### src/rtl/vseq_pkg.sv
// Shared types for the vector op sequencer: ALU op codes, FSM states, sizing.
// Latency: n/a (types and constants only).
// Backpressure: n/a.
package vseq_pkg;

  localparam int NUM_ELEMS_DEF = 8;
  localparam int IDX_W_DEF     = $clog2(NUM_ELEMS_DEF);

  typedef enum logic [2:0] {
    ALU_ADD     = 3'b000,
    ALU_SUB     = 3'b001,
    ALU_MOV     = 3'b010,
    ALU_MUL     = 3'b011,
    ALU_DIV     = 3'b100,
    ALU_CMP     = 3'b101,
    ALU_ILLEGAL = 3'b110,
    ALU_MEM     = 3'b111
  } alu_op_e;

  typedef enum logic [2:0] {
    S_IDLE     = 3'd0,
    S_RUN      = 3'd1,
    S_MC_START = 3'd2,
    S_MC_WAIT  = 3'd3,
    S_DONE     = 3'd4
  } vseq_state_e;

  // MUL and DIV go through the multi-cycle unit; everything else is single-cycle.
  function automatic logic is_mc_op(input logic [2:0] op);
    return (alu_op_e'(op) == ALU_MUL) || (alu_op_e'(op) == ALU_DIV);
  endfunction

endpackage

### src/rtl/vseq_elem_counter.sv
// Element index counter: holds the active length and steps the beat index.
// Latency: idx updates on the clock after clear/inc; last is combinational.
// Backpressure: none; inc is ignored once the last element is reached.
module vseq_elem_counter #(
  parameter int IDX_W = 3
) (
  input  logic             clk,
  input  logic             reset,
  input  logic             load,
  input  logic [IDX_W:0]   load_len,
  input  logic             clear,
  input  logic             inc,
  output logic [IDX_W-1:0] idx,
  output logic             last
);

  logic [IDX_W:0] len;

  // Length register and saturating-at-last index register.
  always_ff @(posedge clk) begin
    if (reset) begin
      len <= '0;
      idx <= '0;
    end else begin
      if (load) begin
        len <= load_len;
      end
      if (clear) begin
        idx <= '0;
      end else if (inc && !last) begin
        idx <= idx + IDX_W'(1);
      end
    end
  end

  // A zero length wraps len-1 to all ones, so last never fires for it.
  assign last = ({1'b0, idx} == (len - (IDX_W + 1)'(1)));

endmodule

### src/rtl/vector_op_sequencer.sv
// Steps one decoded vector instruction through its elements; optional MC watchdog via VSEQ_MC_TIMEOUT_EN.
// Latency: single-cycle op beats at cycles 1..N after accept, done at N+1; MUL/DIV 1 start + wait per element.
// Backpressure: issue_ready only in IDLE (stall otherwise); MC elements wait on mc_done.
module vector_op_sequencer
  import vseq_pkg::*;
#(
  parameter int NUM_ELEMS  = NUM_ELEMS_DEF,
  parameter int IDX_W      = IDX_W_DEF
`ifdef VSEQ_MC_TIMEOUT_EN
  , parameter int MC_TIMEOUT = 64
`endif
) (
  input  logic             Clock,
  input  logic             reset,
  input  logic             issue_valid,
  output logic             issue_ready,
  input  logic [2:0]       alu_ctrl,
  input  logic             reg_write,
  input  logic             mem_write,
  input  logic             mem_to_reg,
  input  logic [IDX_W:0]   vlen,
  output logic             elem_valid,
  output logic [IDX_W-1:0] elem_idx,
  output logic [2:0]       elem_alu_ctrl,
  output logic             elem_reg_we,
  output logic             elem_mem_we,
  output logic             elem_mem_to_reg,
  output logic             mc_start,
  input  logic             mc_done,
  output logic             stall,
  output logic             done,
  output logic             err
);

  localparam logic [IDX_W:0] MAX_LEN = (IDX_W + 1)'(NUM_ELEMS);

  vseq_state_e      state, state_nxt;
  logic [2:0]       alu_q;
  logic             reg_we_q, mem_we_q, m2r_q;
  logic [IDX_W:0]   eff_len;
  logic             accept;
  logic             beat;
  logic             last;
  logic             timeout;
  logic [IDX_W-1:0] idx;

  assign eff_len = (vlen > MAX_LEN) ? MAX_LEN : vlen;
  assign accept  = (state == S_IDLE) && issue_valid;

  vseq_elem_counter #(.IDX_W(IDX_W)) u_cnt (
    .clk      (Clock),
    .reset    (reset),
    .load     (accept),
    .load_len (eff_len),
    .clear    (accept),
    .inc      (beat),
    .idx      (idx),
    .last     (last)
  );

`ifdef VSEQ_MC_TIMEOUT_EN
  localparam int TO_W = $clog2(MC_TIMEOUT + 1);
  logic [TO_W-1:0] to_cnt;

  // Watchdog counts MC_WAIT cycles without mc_done; it is zero on every entry.
  always_ff @(posedge Clock) begin
    if (reset || (state != S_MC_WAIT)) begin
      to_cnt <= '0;
    end else if (!mc_done) begin
      to_cnt <= to_cnt + TO_W'(1);
    end
  end

  assign timeout = (state == S_MC_WAIT) && !mc_done && (to_cnt == TO_W'(MC_TIMEOUT - 1));
`else
  assign timeout = 1'b0;
`endif

  // Instruction fields are captured once at accept and held until the next one.
  always_ff @(posedge Clock) begin
    if (reset) begin
      alu_q    <= '0;
      reg_we_q <= 1'b0;
      mem_we_q <= 1'b0;
      m2r_q    <= 1'b0;
    end else if (accept) begin
      alu_q    <= alu_ctrl;
      reg_we_q <= reg_write;
      mem_we_q <= mem_write;
      m2r_q    <= mem_to_reg;
    end
  end

  // State register.
  always_ff @(posedge Clock) begin
    if (reset) begin
      state <= S_IDLE;
    end else begin
      state <= state_nxt;
    end
  end

  // Next-state logic.
  always_comb begin
    state_nxt = state;
    case (state)
      S_IDLE: begin
        if (issue_valid) begin
          if ((eff_len == '0) || (alu_op_e'(alu_ctrl) == ALU_ILLEGAL)) begin
            state_nxt = S_DONE;
          end else if (is_mc_op(alu_ctrl)) begin
            state_nxt = S_MC_START;
          end else begin
            state_nxt = S_RUN;
          end
        end
      end
      S_RUN:      if (last) state_nxt = S_DONE;
      S_MC_START: state_nxt = S_MC_WAIT;
      S_MC_WAIT: begin
        if (mc_done) begin
          state_nxt = last ? S_DONE : S_MC_START;
        end else if (timeout) begin
          state_nxt = S_DONE;
        end
      end
      S_DONE:     state_nxt = S_IDLE;
      default:    state_nxt = S_IDLE;
    endcase
  end

  // Outputs decode from state; everything is forced low while reset is held.
  always_comb begin
    beat            = 1'b0;
    issue_ready     = 1'b0;
    stall           = 1'b0;
    elem_valid      = 1'b0;
    elem_idx        = '0;
    elem_alu_ctrl   = '0;
    elem_reg_we     = 1'b0;
    elem_mem_we     = 1'b0;
    elem_mem_to_reg = 1'b0;
    mc_start        = 1'b0;
    done            = 1'b0;
    err             = 1'b0;
    if (!reset) begin
      beat            = (state == S_RUN) || ((state == S_MC_WAIT) && mc_done);
      issue_ready     = (state == S_IDLE);
      stall           = (state != S_IDLE);
      elem_valid      = beat;
      elem_idx        = idx;
      elem_alu_ctrl   = alu_q;
      elem_reg_we     = reg_we_q & beat;
      elem_mem_we     = mem_we_q & beat;
      elem_mem_to_reg = m2r_q;
      mc_start        = (state == S_MC_START);
      done            = (state == S_DONE);
      err             = timeout;
    end
  end

endmodule

### config.mk
export PLATFORM = sky130hd
export DESIGN_NAME = vector_op_sequencer
export DESIGN_NICKNAME = d
export VERILOG_FILES = /design/src/rtl/vseq_pkg.sv /design/src/rtl/vseq_elem_counter.sv /design/src/rtl/vector_op_sequencer.sv
export SDC_FILE = /design/constraint.sdc
export NUM_CORES = 1
export LEC_CHECK = 0
export ABC_AREA = 1
export CAP_MARGIN = 20
export CORE_UTILIZATION = 41
export CTS_CLUSTER_DIAMETER = 120
export DETAILED_ROUTE_END_ITERATION = 7
export PLACE_DENSITY = 0.76
export SKIP_LAST_GASP = 1
export SYNTH_ARGS = -nofsm -noshare
export SYNTH_HDL_FRONTEND = slang
export SYNTH_SLANG_ARGS = --single-unit
### constraint.sdc
create_clock -name Clock -period 1.44 [get_ports Clock]
set_input_delay 0.432 -clock Clock [delete_from_list [all_inputs] [get_ports Clock]]
set_output_delay 0.432 -clock Clock [all_outputs]
set_load 0.05 [all_outputs]
==> results.json <==
{
  "cp.arrival_ps": 1400,
  "synthXorXnorAreaFrac_pct": 1.80,
  "yosys.area.top_type_share_pct": 32.9,
  "hold_buffers": 0,
  "synth_compound_area_share_pct": 17.1,
  "io_buffers": 27,
  "synthTopCellsByCount": "nand2_1, nor2_1, inv_1",
  "fmax_ghz": 0.547,
  "crit-reg2reg-launch": "state[1]$_SDFFE_PP0P_",
  "die_y_um": 50.7,
  "path_buf_inv": 3,
  "antenna_found_initial": 0,
  "startpoint_type": "flop",
  "ys_types": 28,
  "avgSynthCellArea_um2": 6.66,
  "vias": 1290,
  "core_um2": 2230,
  "yosysTopAreaCell": "dfxtp_1",
  "ys_seq_area_share_pct": 32.9,
  "final.fill_count": 95,
  "dieArea_um2": 2570,
  "grt_overflow": 0,
  "synth_mux_area_share_pct": 0,
  "drv_slew": 0,
  "drv_cap": 0,
  "required_ps": 1010,
  "outcome": "finished with violations",
  "drive_above_1_share_pct": 59.3,
  "cpPeakStageDelay_ps": 410,
  "synth_fp_nets": 162,
  "gp_congestion": 0.814,
  "ir_worst_vdd_mv": 0.901,
  "clock_path_buffers": 2,
  "synth-adder-area-share_pct": 2.57,
  "met2_usage_pct": 62.2,
  "synth-async-reset-ratio_pct": 0,
  "die_x_um": 50.7,
  "detail-route-antenna-nets": 0,
  "drc_errors": 0,
  "hold_violations": 0,
  "layoutNonFillerInstCount": 232,
  "grt_usage_pct": 31.5,
  "crit_chain": "inv_4, nor2_4, a21oi_2, nor2_4, inv_2, nor2_4, buf_12",
  "final_area_um2": 2010,
  "yosysMostFrequentCell": "nand2_1",
  "layout_setup_ws_ps": -388,
  "place_area_um2": 1730,
  "violations": "setup timing",
  "fin_skew_ps": 2.64,
  "nets": 221,
  "clkTransAtPathRegs_ps": 100,
  "antenna_cells": 0,
  "ios": 29,
  "cp_max_fo": 4,
  "synth_seq_cells": 16,
  "cp_common_cell": "nor2_4",
  "critical_path.slowest_cell": "dfxtp_4",
  "root_buffer": "clkbuf_4",
  "synth_area_um2": 972,
  "synth_top_family_by_area": "simple AND/OR/NAND/NOR gates",
  "synthTopCellsByArea": "dfxtp_1, nand2_1, nor2_1",
  "critPathTopFamily": "flip-flops",
  "clock_latency_ps": 300,
  "start_util_pct": 43.5,
  "r2r_end": "state[0]$_SDFFE_PP0P_",
  "synth_edf_count": 0,
  "groute.layer.met1.usage_pct": 33.6,
  "post-place-cells": 220,
  "reg2reg_setup_slack_ps": -100,
  "cts_tree": "built",
  "grt_use_met3_pct": 2.73,
  "htree_num_levels": 1,
  "synthCells": 146,
  "grt_pass1_vias": 1293,
  "synthSimpleGateAreaFrac_pct": 32.7,
  "cts-buffers-inserted": 3,
  "path_class": "flop to primary output",
  "wl_per_cell_um": 19.8,
  "viasPerCell": 5.56,
  "critPathCaptureType": "primary output",
  "drt_wl_total_um": 4590,
  "ys_warn_count": 0,
  "grt_pass1_wl_um": 5940,
  "row_count": 17,
  "drtIter0Drc": 52,
  "fin_crit_sh_pct": 127,
  "fin_crit_ps": 1830,
  "dr.pass1.iters": 4,
  "rsz0062_at_grt": "yes",
  "grt_max_degree": 10,
  "p_leak_nw": 0.823,
  "cts_sinks": 16,
  "area_growth_pct": 106,
  "hold_class": "flop to flop",
  "hpwl_um": 2280,
  "path_depth": 7,
  "p_per_area_nw_per_um2": 1020,
  "reg2regPathDepth": 11,
  "startpoint": "state[1]$_SDFFE_PP0P_",
  "top_usage_layer": "met2",
  "critical_path.endpoint": "elem_reg_we",
  "finalSetupViolCount": 20,
  "ys.flop_type": "dfxtp_1"
}
-- layout by cell type, fill, tap and decap left out, types with 2 or more instances in the layout --
cell / count
nand2_2: 9
nor2_2: 2
buf_4: 23
a21oi_2: 4
o21ai_1: 2
nand2_4: 4
dfxtp_2: 3
clkbuf_4: 3
nand3_1: 7
a21oi_1: 7
dfxtp_1: 11
a211oi_2: 2
o21ai_2: 4
buf_6: 6
o21ai_0: 5
inv_4: 3
nand2_1: 15
inv_1: 15
dfxtp_4: 2
clkdlybuf4s50_1: 10
buf_12: 16
nor2_4: 19
inv_2: 7
nor2_1: 6
-- per-layer routing --
layer,vias to the layer above,routed length (um)
li1,574,-
met1,614,1730
met2,72,2330
met3,30,283
met4,0,244
met5,-,0
-- per-stage QoR --
stage                     hold slack, ps  total power [mW]  util, %  setup TNS (ps)  setup slack, ps
after CTS                            498              1.86     85.6           -3200             -317
after floorplan                      459              1.07        -           -1200             -383
after detailed placement             482              1.43     77.3          -10770             -473
after global placement               477              1.39     77.3          -10080             -459
final                                531              2.05     89.9           -3830             -388
after global routing                 557              2.12     89.9           -4690             -426
-- worst min path at each step --
| stage | startpoint | endpoint | slack [ps] | cells past startpoint |
|---|---|---|---|---|
| final | alu_q[1]$_SDFFE_PP0P_ | alu_q[1]$_SDFFE_PP0P_ | 530 | 2 |
| after global routing | alu_q[1]$_SDFFE_PP0P_ | alu_q[1]$_SDFFE_PP0P_ | 560 | 2 |
| after CTS | u_cnt.len[3]$_SDFFE_PP0P_ | u_cnt.len[3]$_SDFFE_PP0P_ | 500 | 2 |
| after global placement | u_cnt.len[3]$_SDFFE_PP0P_ | u_cnt.len[3]$_SDFFE_PP0P_ | 480 | 2 |
| after detailed placement | u_cnt.len[3]$_SDFFE_PP0P_ | u_cnt.len[3]$_SDFFE_PP0P_ | 480 | 2 |
| after floorplan | u_cnt.len[3]$_SDFFE_PP0P_ | u_cnt.len[3]$_SDFFE_PP0P_ | 460 | 2 |
-- cell type report --
| class | count | area (um2) | area share (%) |
|---|---|---|---|
| multi-input combinational | 100 | 805 | 40.1 |
| clock buffer | 4 | 36.3 | 1.81 |
| tap | 28 | 35.0 | 1.75 |
| inverter | 25 | 101 | 5.05 |
| sequential | 16 | 332 | 16.5 |
| timing repair buffer | 59 | 698 | 34.8 |
-- worst register-to-register path: stages (launching register included) --
cell and delay [ps]:
dfxtp_4 410, inv_4 60, buf_6 110, nor2_4 70, nand2_2 90, buf_6 130, buf_4 130, buf_4 140
a21boi_2 160, nand2_2 80, nand3_2 80, inv_2 50
-- power by group --
group	switching (mW)	internal, mW	leakage (nW)	total, mW
logic	0.674	0.508	0.668	1.18
registers	0.0432	0.503	0.134	0.546
clock network	0.165	0.154	0.0210	0.320
-- cells by family after synthesis --
| group | after synthesis |
|---|---|
| XOR/XNOR | 2 |
| other | 1 |
| AND/OR/NAND/NOR | 68 |
| adder cells (fa/ha/maj) | 2 |
| buffers and inverters | 30 |
| flip-flops | 16 |
| AO/OA/AOI/OAI | 27 |
-- repair_timing --
action,4_1_cts,5_1_grt
buffers inserted,8,0
gates cloned,0,1
pin swaps,12,8
setup endpoints to repair,26,30
gates resized for setup,35,27
-- sequential cells by signal, summed over array words and instances (netlist names) --
signal,cells
m2r_q,1
reg_we_q,1
state,3
alu_q,3
mem_we_q,1
u_cnt.len,4
u_cnt.idx,3
Note: power is estimated with default switching activity, not from simulation.
